===== src/rtl/bus_rr_arbiter.sv =====
// ============================================================================
//  Module   : bus_rr_arbiter
//  Brief    : Four-master round-robin bus arbiter with tenure limit and
//             transaction protection (no owner switch while a slave
//             transaction is outstanding or a strobe is being launched).
//             Optional transaction timeout enabled by defining the macro
//             BUS_TIMEOUT_EN.
//  Revision : 1.0 - initial release
// ============================================================================
`timescale 1ns/1ps
`default_nettype none

module bus_rr_arbiter #(
    parameter int MAX_TENURE = 16,   // legal 2..255
    parameter int TIMEOUT    = 255   // legal 2..255, BUS_TIMEOUT_EN only
) (
    input  logic       clk,
    input  logic       reset_,
    input  logic       m0Req_,
    input  logic       m1Req_,
    input  logic       m2Req_,
    input  logic       m3Req_,
    output logic       m0Grnt_,
    output logic       m1Grnt_,
    output logic       m2Grnt_,
    output logic       m3Grnt_,
    input  logic       sAs_,
    input  logic       sRdy_,
    output logic [1:0] owner,
    output logic       busErr
);

`ifdef BUS_TIMEOUT_EN
    localparam bit TIMEOUT_EN = 1'b1;
`else
    localparam bit TIMEOUT_EN = 1'b0;
`endif

    localparam logic [7:0] TENURE_LAST  = 8'(MAX_TENURE - 1);
    localparam logic [7:0] TIMEOUT_LAST = 8'(TIMEOUT - 1);

    typedef enum logic [1:0] {
        PARK  = 2'd0,   // owner granted, nobody else requesting
        OWN   = 2'd1,   // competition present, tenure counting
        BLOCK = 2'd2    // owner must hand over but a transaction is in flight
    } state_t;

    state_t     state;
    logic [3:0] grnt_n;
    logic [7:0] tenure;
    logic       pend;
    logic [7:0] tcnt;

    logic [3:0] req;
    logic [3:0] owner_bit;
    logic       compete;
    logic       owner_req;
    logic       tenure_last;
    logic       want;
    logic       quiet;
    logic       rotate;
    logic       blocked;
    logic       timeout_hit;
    logic [1:0] target;
    logic [3:0] target_bit;
    logic       after_compete;

    assign req         = ~{m3Req_, m2Req_, m1Req_, m0Req_};
    assign owner_bit   = 4'b0001 << owner;
    assign compete     = |(req & ~owner_bit);
    assign owner_req   = |(req & owner_bit);
    assign tenure_last = (tenure == TENURE_LAST);
    // Handover is due once the owner lets go, uses up its tenure, or an
    // earlier handover was held off by an outstanding transaction.
    assign want        = !owner_req || tenure_last || (state == BLOCK);
    // Switching is only safe with nothing outstanding and no strobe now.
    assign quiet       = !pend && sAs_;
    assign rotate      = compete && want && quiet;
    assign blocked     = compete && want && !quiet;
    assign timeout_hit = TIMEOUT_EN && pend && (tcnt == TIMEOUT_LAST);

    assign {m3Grnt_, m2Grnt_, m1Grnt_, m0Grnt_} = grnt_n;

    // Next owner: first requester after the current owner, owner itself last.
    always_comb begin
        logic       found;
        logic [1:0] idx;
        target = owner;
        found  = 1'b0;
        for (int i = 1; i < 4; i++) begin
            idx = owner + 2'(i);
            if (!found && req[idx]) begin
                target = idx;
                found  = 1'b1;
            end
        end
    end

    assign target_bit    = 4'b0001 << target;
    assign after_compete = |(req & ~target_bit);

    // Arbitration state: owner, grants, tenure, outstanding flag, timeout.
    always_ff @(posedge clk or negedge reset_) begin
        if (!reset_) begin
            state  <= PARK;
            owner  <= 2'd0;
            grnt_n <= 4'b1110;
            tenure <= 8'd0;
            pend   <= 1'b0;
            tcnt   <= 8'd0;
            busErr <= 1'b0;
        end else begin
            busErr <= timeout_hit;

            // A strobe answered in the same cycle never becomes outstanding.
            if (!sRdy_ || timeout_hit)
                pend <= 1'b0;
            else if (!sAs_)
                pend <= 1'b1;

            if (TIMEOUT_EN && pend && !timeout_hit)
                tcnt <= tcnt + 8'd1;
            else
                tcnt <= 8'd0;

            // A timed-out owner is pushed to the end of its tenure so it is
            // displaced at the first opportunity.
            if (timeout_hit)
                tenure <= TENURE_LAST;
            else if (rotate || !compete)
                tenure <= 8'd0;
            else if (!tenure_last)
                tenure <= tenure + 8'd1;

            if (rotate) begin
                owner  <= target;
                grnt_n <= ~target_bit;
                state  <= after_compete ? OWN : PARK;
            end else if (!compete) begin
                state  <= PARK;
            end else if (blocked) begin
                state  <= BLOCK;
            end else begin
                state  <= OWN;
            end
        end
    end

endmodule

`default_nettype wire


===== config.mk =====
export PLATFORM = sky130hd
export DESIGN_NAME = bus_rr_arbiter
export DESIGN_NICKNAME = d
export VERILOG_FILES = /design/src/rtl/bus_rr_arbiter.sv
export SDC_FILE = /design/constraint.sdc
export NUM_CORES = 1
export LEC_CHECK = 0
export CAP_MARGIN = 20
export CORE_ASPECT_RATIO = 1.1
export CORE_MARGIN = 4
export CORE_UTILIZATION = 37
export CTS_CLUSTER_SIZE = 24
export DETAILED_ROUTE_END_ITERATION = 10
export DONT_BUFFER_PORTS = 1
export PLACE_DENSITY = 0.55
export SLEW_MARGIN = 0
export SYNTH_ARGS = -nofsm -noshare
export SYNTH_HDL_FRONTEND = slang
export SYNTH_SLANG_ARGS = --single-unit

===== constraint.sdc =====
create_clock -name clk -period 4 [get_ports clk]
set_input_delay 1.2 -clock clk [delete_from_list [all_inputs] [get_ports clk]]
set_output_delay 1.2 -clock clk [all_outputs]
set_load 0.05 [all_outputs]

# After elaboration in Yosys (flattened, before gate mapping)
# Cells that the tools add are included.
# totals
regBits	17
in_bits	8
# classes
n_shift	2
mux	19
bitwise	6
addsub	4
n_eq_ne	4
magnitude_cmp	3
n_reduce_logical	18
# op_table
operator	n
$mux W8	2
$and A4 B4 Y4	3
$mux W2	6
$not A4 Y4	3
$reduce_or A4 Y1	3
$lt A2 B3 Y1 const B	3
$add A8 B1 Y8 const B	1
$eq A8 B4 Y1 const B	1
$mux W1	8
$shl A1 B2 Y4 const A	2
$bmux W1 S2	3
$logic_and A1 B1 Y1	6
$logic_not A1 Y1	6
$add A2 B2 Y2 const B	2
$logic_or A1 B1 Y1	3
$add A2 B1 Y2 const B	1
$eq A2 B2 Y1 const B	1
$ne A2 B1 Y1 const B	1
$ne A2 B2 Y1 const B	1

# Logic depth before layout (Yosys ltp)
# Gate-level depths: netlist (run 1).
# logic_depth
depth_word	16
ltp_mapped	9

# Worst setup path before layout (run 1)
# Ideal clock, no wire load.
# synth_path
path_kind	reg-to-reg
start	register owner[1]
end	register state[0]
path_slack_ps	1467
arrival_time_ps	2446
synth_period_minus_slack_ps	2533
path_stages_with_launch	10
setup_ps	87
path_cell_list	dfrtp_1 buf_6 inv_1 ha_1 buf_4 and3_4 a311o_1 a221o_1 and4_4 a211oi_2
# synth_between
elab_chain_cells	16
elab_cells_between_ends	38
cone_classes	add/sub: 3; shift: 2; mux: 15; bitwise: 5; reduce/logical: 13
# synth_lines
element	line_no	text
from (decl)	29	output logic [1:0] owner,
from (signal assigned)	136	owner <= target;
$add A2 B1 Y2	91	idx = owner + 2'(i);
$bmux W1 S2	92	if (!found && req[idx]) begin
$mux W1 (not written as such)	92	
$mux W1	92	
$logic_not A1 Y1	92	
$logic_and A1 B1 Y1	92	
$mux W1	92	
$logic_not A1 Y1	92	
$logic_and A1 B1 Y1	92	
$mux W2	92	
$shl A1 B2 Y4	99	assign target_bit = 4'b0001 << target;
$not A4 Y4	100	assign after_compete = |(req & ~target_bit);
$and A4 B4 Y4	100	
$reduce_or A4 Y1	100	
$mux W1	138	state <= after_compete ? OWN : PARK;
$mux W2 *	135	if (rotate) begin
to (signal assigned)	138	
to (decl)	48	state_t state;
# Mark *: on every way between the ends. The rest lies on a longest branch, timed or not. The select of a mux whose other input is x is not followed.
# A chain may end at the register's enable or synchronous reset.

# Worst setup path in the final report (run 1)
# Same ends and word-level chain as after synthesis.

==> metrics.md, run 1 <==
| Metric | Value |
|---|---|
| Post-synth top area cell | `dfrtp_1` |
| Post-synth top area share | `29.05%` |
| Dpl cell area | `1197 sq um` |
| Total wire length | `2.352 mm` |
| Later-pin clock latency in the skew report | `0.29 ns` |
| Post-synthesis cell area | `1206 sq um` |
| Worst Tran Pin Value | `0.7154 ns` |
| Cts hold-fix bufs | `0` |
| Placer Congestion | `0.8471` |
| Tot GR Track Use | `12.49%` |
| Final instance area | `1225 sq um` |
| Ant. Diodes | `0` |
| Synth cell count leaders | `15 x nor2_1, 14 x dfrtp_1, 8 x nand2_1, 7 x nand2b_1` |
| Vias per inst | `5.784` |
| Crit path kind | `flip-flop to flip-flop` |
| Final min period | `2.803 ns` |
| Sequential-to-total area share from yosys stat | `35.58%` |
| CTS Sinks | `17` |
| Syn Area/Cell | `9.138 sq um` |
| Layout cells sized above 1 | `14.84%` |
| DRC violation total after the first TritonRoute iteration | `86` |
| Largest net degree at the start of global routing | `18` |
| DRC | `0` |
| R2R setup slack | `1.20 ns` |
| Top cells by area, synth | `dfrtp_1 29%, dfstp_2 6.5%, ha_1 5.2%` |
| Max-slew headroom | `52.31%` |
| Max frequency | `356.7 MHz` |
| CTS root buffer | `clkbuf_4` |
| Setup crit end kind | `flip-flop` |
| R2R Path Start | `owner[1]$_DFFE_PN0P_` |
| PostCTS Resize Cnt | `0` |
| Post-synth net total | `145` |
| Outcome | `complete, no violations` |
| Max rail drop VDD | `0.0003089 V` |
| Initial Utilization | `38.90%` |
| Register bit total from synthesis | `17` |
| ANT nets after route | `0` |
| Die ar. | `4238 sq um` |
| Dpl hpwl | `1.760 mm` |
| Cells after Synth | `132` |
| # Post-CTS Setup Buffers | `0` |
| Final Util | `39.51%` |
| Initial antenna violation count | `0` |
| Unique masters post-synth | `48` |
| Crit path capture | `state[0]$_DFF_PN0_` |
| Total CTS buffers | `3` |
| Startpoint Class | `flip-flop` |
| CTS Buffer Depth | `2` |
| Core area | `3100 sq um` |
| Type of the worst min-delay path | `flip-flop to flip-flop` |
| Final number of setup-violating endpoints | `0` |
| Yosys warnings | `0` |
| Worst-path clk slew | `0.10 ns` |
| Htree depth | `1` |
| Crit. Startpoint | `owner[1]$_DFFE_PN0P_` |
| Rows | `21` |
| Routed via count | `937` |
| Port bufs | `0` |
| Number of global-route vias before repair | `920` |
| Required @ worst endpoint | `4.22 ns` |
| Final Cycle Share | `70.08%` |
| Endpoints failing hold | `0` |
| Die width | `62.44 microns` |
| Setup TNS | `0 ns` |
| 1st-pass router iterations | `4` |
| Die Height | `67.88 microns` |
| Crit Path Max Fanout | `10` |
| Count leader, synth | `nor2_1` |
| Leakage | `0.0005177 uW` |
| CTS tree | `built` |
| WP data arrival | `3.02 ns` |
| Maximum Capacitance Violations | `0` |
| Drt wl/cell | `14.52 microns` |
| Primary FF master, synth | `dfrtp_1` |
| Number of synthesized flops with an enable pin | `0` |
| Total power draw | `916.8 uW` |
| IO Count | `15` |
| PwrDens | `748.4 nW/um^2` |
| Syn-to-layout area delta | `1.556%` |
| First-pass GRT wire length | `4.229 mm` |
| Async SR Flop Fraction | `100.0%` |
| Worst R2R End | `state[0]$_DFF_PN0_` |
| FF-to-FF path depth | `7` |
| RSZ-0062 raised after global routing | `no` |
| Setup Skew | `0.005468 ns` |
| Fin. max-slew vios | `0` |
| GRT overflow | `0` |
| Nets | `142` |
## area by class of cell
type                    count  area, sq um
fillers                   310         1876
multi-input cells         100        695.7
flip-flops and latches     17        429.2
well taps                  34        42.54
clock buffers               3        22.52
inverters                   6        22.52
repair buffers              1        7.507
clock inverters             1        5.005
## cell families after synthesis
| family | count (synthesis) | share of synthesized area (%) |
|---|---|---|
| AOI/OAI and AO/OA | 32 | 20.54 |
| xor gates and xnor gates | 4 | 2.905 |
| adders and majority gates | 5 | 5.187 |
| buffers and inverters | 15 | 6.742 |
| DFF | 17 | 35.58 |
| muxes | 5 | 4.357 |
| other | 1 | 0.3109 |
| and+or+nand+nor | 53 | 24.38 |
## state kept, by name (all words and copies together) (netlist names)
name    cells
state       2
grnt_n      4
pend        1
tenure      8
owner       2
## stage by stage
| step | cells | hold slack [ns] | worst slack [ns] |
|---|---|---|---|
| after floorplan | 132 | 0.5042 | 1.467 |
| after global placement | 158 | 0.5249 | 1.272 |
| after detailed placement | 158 | 0.5419 | 1.221 |
| after CTS | 162 | 0.5660 | 1.195 |
| after global routing | 162 | 0.5626 | 0.9272 |
| final | 162 | 0.5565 | 1.197 |
## worst min-delay path by stage
stage                                     start                     to  slack, ns  cells past startpoint
final                     tenure[1]$_DFFE_PN0P_  tenure[1]$_DFFE_PN0P_       0.56                      2
after global routing                     reset_  tenure[0]$_DFFE_PN0P_       0.56                      0
after CTS                 tenure[1]$_DFFE_PN0P_  tenure[1]$_DFFE_PN0P_       0.57                      2
after detailed placement  tenure[1]$_DFFE_PN0P_  tenure[1]$_DFFE_PN0P_       0.54                      2
after global placement    tenure[1]$_DFFE_PN0P_  tenure[1]$_DFFE_PN0P_       0.52                      2
after floorplan           tenure[1]$_DFFE_PN0P_  tenure[1]$_DFFE_PN0P_       0.50                      2
## routing by layer
| metal | vias to the layer above | global-route usage [%] | part of all wire, % |
|---|---|---|---|
| met3 | 2 | 2.791 | 3.7 |
| met4 | 0 | 5.234 | 0.51 |
| met2 | 12 | 21.70 | 50 |
| met1 | 460 | 15.16 | 46 |
| li1 | 463 | - | - |
| met5 | - | 0 | 0 |
## cell usage in the layout (no fill, tap or decap), types with 2 or more instances in the layout
| cell type | synthesis | layout |
|---|---|---|
| and2_1 | 3 | 3 |
| mux2_2 | 2 | 2 |
| a21oi_1 | 6 | 6 |
| o21ai_0 | 5 | 5 |
| o22a_1 | 2 | 2 |
| a21o_1 | 2 | 2 |
| xnor2_1 | 3 | 3 |
| inv_1 | 6 | 6 |
| ha_1 | 5 | 5 |
| o22ai_1 | 2 | 2 |
| dfrtp_1 | 14 | 14 |
| nor4b_1 | 2 | 2 |
| clkbuf_4 | 0 | 3 |
| nand3_1 | 6 | 6 |
| and3_1 | 2 | 2 |
| dfstp_2 | 3 | 3 |
| a31oi_1 | 2 | 2 |
| nor2_1 | 15 | 15 |
| mux2i_1 | 3 | 3 |
| nand2b_1 | 7 | 7 |
| nand2_1 | 8 | 8 |
## report_power, final
group	leakage, uW	internal, uW	switching (uW)	total [uW]
Clock	0.0000177	37.2	55.0	92.1
Sequential	0.000209	234	116	350
Combinational	0.000291	195	280	475
Total	0.000518	466	451	917
## critical path: stages (launching register included)
cell and delay [ns]:
dfrtp_1 0.82, inv_1 0.23, ha_1 0.46, and3_4 0.20
a311o_1 0.31, a221o_1 0.37, and4_4 0.21, a211oi_2 0.13
Power figures use the tool's default switching activity.
==> run 2, diff against run 1 <==
Settings changed: PLACE_DENSITY 0.55 to 0.57.
Clock period 4 ns to 2.37 ns, I/O delays scaled along.
==> metrics.md, run 2 (synthesis results as in run 1) <==
| Metric | Value |
|---|---|
| Outcome | `complete, no violations` |
| Vias per inst | `5.679` |
| CTS tree | `built` |
| Fin. max-slew vios | `0` |
| Routed via count | `937` |
| Area of the multi-input gates | `695.7 sq um` |
| Number of global-route vias before repair | `977` |
| Final Cycle Share | `89.24%` |
| Ant. Diodes | `0` |
| Setup crit end kind | `flip-flop` |
| Drt wl/cell | `14.56 microns` |
| Worst R2R End | `state[0]$_DFF_PN0_` |
| Crit Path Max Fanout | `5` |
| Worst Tran Pin Value | `0.5140 ns` |
| CP max stage cell | `dfrtp_2` |
| GRT overflow | `0` |
| Commonest non-fill, non-tap cells in the layout | `15 x nor2_1, 12 x dfrtp_1, 8 x nand2_1, 7 x nand2b_1` |
| Crit path kind | `flip-flop to flip-flop` |
| Die ar. | `4238 sq um` |
| 1st-pass router iterations | `4` |
| Largest net degree at the start of global routing | `18` |
| Register area | `431.7 sq um` |
| DRC violation total after the first TritonRoute iteration | `71` |
| CTS root buffer | `clkbuf_4` |
| Core area | `3100 sq um` |
| Required @ worst endpoint | `2.58 ns` |
| Initial Utilization | `38.90%` |
| R2R setup slack | `0.25 ns` |
| Max-slew headroom | `65.37%` |
| Initial antenna violation count | `0` |
| Nets | `145` |
| Final min period | `2.115 ns` |
| Layout cells sized above 1 | `19.08%` |
| R2R Path Start | `owner[1]$_DFFE_PN0P_` |
| FILL cells | `307` |
| Later-pin clock latency in the skew report | `0.28 ns` |
| DRC | `0` |
| Final instance area | `1250 sq um` |
| PostCTS Resize Cnt | `0` |
| WP data arrival | `2.32 ns` |
| Dpl cell area | `1222 sq um` |
| Max rail drop VDD | `0.0003947 V` |
| # Post-CTS Setup Buffers | `0` |
| Max frequency | `472.8 MHz` |
| ANT nets after route | `0` |
| FF-to-FF path depth | `7` |
| Die width | `62.44 microns` |
| Die Height | `67.88 microns` |
| Total CTS buffers | `3` |
| Worst-path clk slew | `0.10 ns` |
| Setup TNS | `0 ns` |
| Htree depth | `1` |
| PwrDens | `1287 nW/um^2` |
| Rows | `21` |
| Startpoint Class | `flip-flop` |
| RSZ-0062 raised after global routing | `no` |
| Port bufs | `0` |
| Tot GR Track Use | `12.53%` |
| Leakage | `0.0005291 uW` |
| CP cell instances | `inv_2, ha_1, and3_4, a311o_1, a221o_1, and4_4, a211oi_2` |
| CTS Sinks | `17` |
| Largest stage delay on the critical path | `0.45 ns` |
| Cts hold-fix bufs | `0` |
| Placer Congestion | `0.8846` |
| Total wire length | `2.403 mm` |
| Endpoints failing hold | `0` |
| Syn-to-layout area delta | `3.631%` |
| IO Count | `15` |
| CTS Buffer Depth | `2` |
| Largest register FFs | `8` |
| Final number of setup-violating endpoints | `0` |
| Setup Skew | `0.0005742 ns` |
| Dpl hpwl | `1.847 mm` |
| Type of the worst min-delay path | `primary input to asynchronous set/reset pin` |
| First-pass GRT wire length | `4.229 mm` |
| Maximum Capacitance Violations | `0` |
| Register with the most flip-flops | `tenure` |
| Regs by FF count | `tenure (8), grnt_n (4)` |
| Most common cell after layout, fill and taps aside | `nor2_1` |
==> run 2: cell types whose count changed in the layout (fill, tap and decap cells not counted), sizes merged <==
cell,delta
buf,+3
==> run 2: routing by layer <==
layer,global-route usage [%],up-vias,part of all wire [%]
met2,21.30,23,46
met3,2.791,8,5.0
li1,-,470,-
met4,9.091,0,3.4
met1,14.15,436,45
met5,0,-,0
==> run 2: how the worst max path moves through the flow <==
stage,from,endpoint,slack (ns),cells past startpoint
floorplan,owner[1]$_DFFE_PN0P_,state[0]$_DFF_PN0_,0.002,9
global placement,owner[0]$_DFFE_PN0P_,grnt_n[3]$_DFFE_PN1P_,0.31,7
detailed placement,owner[1]$_DFFE_PN0P_,state[0]$_DFF_PN0_,0.29,7
finish,owner[1]$_DFFE_PN0P_,state[0]$_DFF_PN0_,0.25,7
global route,owner[0]$_DFFE_PN0P_,grnt_n[3]$_DFFE_PN1P_,0.11,7
CTS,owner[1]$_DFFE_PN0P_,state[0]$_DFF_PN0_,0.26,7
==> run 2: cell type report <==
| cell class | instances | share of cell area, % |
|---|---|---|
| Sequential cell | 17 | 34.53 |
| Multi-Input combinational cell | 100 | 55.66 |
| Inverter | 6 | 1.802 |
| Tap cell | 34 | 3.403 |
| Timing Repair Buffer | 4 | 2.402 |
| Clock buffer | 3 | 1.802 |
| Clock inverter | 1 | 0.4004 |
==> run 2: critical path, delay by kind of cell, from the launching register on <==
family	cells	cell delay [ns]
AND/OR/NAND/NOR	2	0.37
adder cells (fa/ha/maj)	1	0.27
flip-flops	1	0.45
AO/OA/AOI/OAI	3	0.84
buffers and inverters	1	0.10
==> run 2: per-stage QoR <==
step / hold slack (ns) / setup WS [ns] / std cells / utilization (%) / power (uW)
5_1_grt: 0.07244 / 0.1091 / 165 / 40.31 / 1739
4_1_cts: 0.09191 / 0.2630 / 165 / 40.31 / 1618
2_1_floorplan: 0.4154 / 0.002149 / 132 / - / 1310
3_5_place_dp: 0.4160 / 0.2873 / 161 / 39.43 / 1459
6_report: 0.1059 / 0.2549 / 165 / 40.31 / 1609
3_3_place_gp: 0.4159 / 0.3079 / 161 / 39.43 / 1443
==> run 2: report_power, final <==
| group | internal (uW) | leakage, uW | switching, uW |
|---|---|---|---|
| clock network | 62.6 | 0.0000177 | 91.1 |
| logic | 370 | 0.000304 | 533 |
| registers | 399 | 0.000207 | 154 |
| total | 831 | 0.000529 | 778 |
==> run 3, diff against run 2 <==
Settings changed: SLEW_MARGIN 0 to 10.
==> results of run 3 <==
No change in the layout: final DEF, timing and power equal those of run 2.
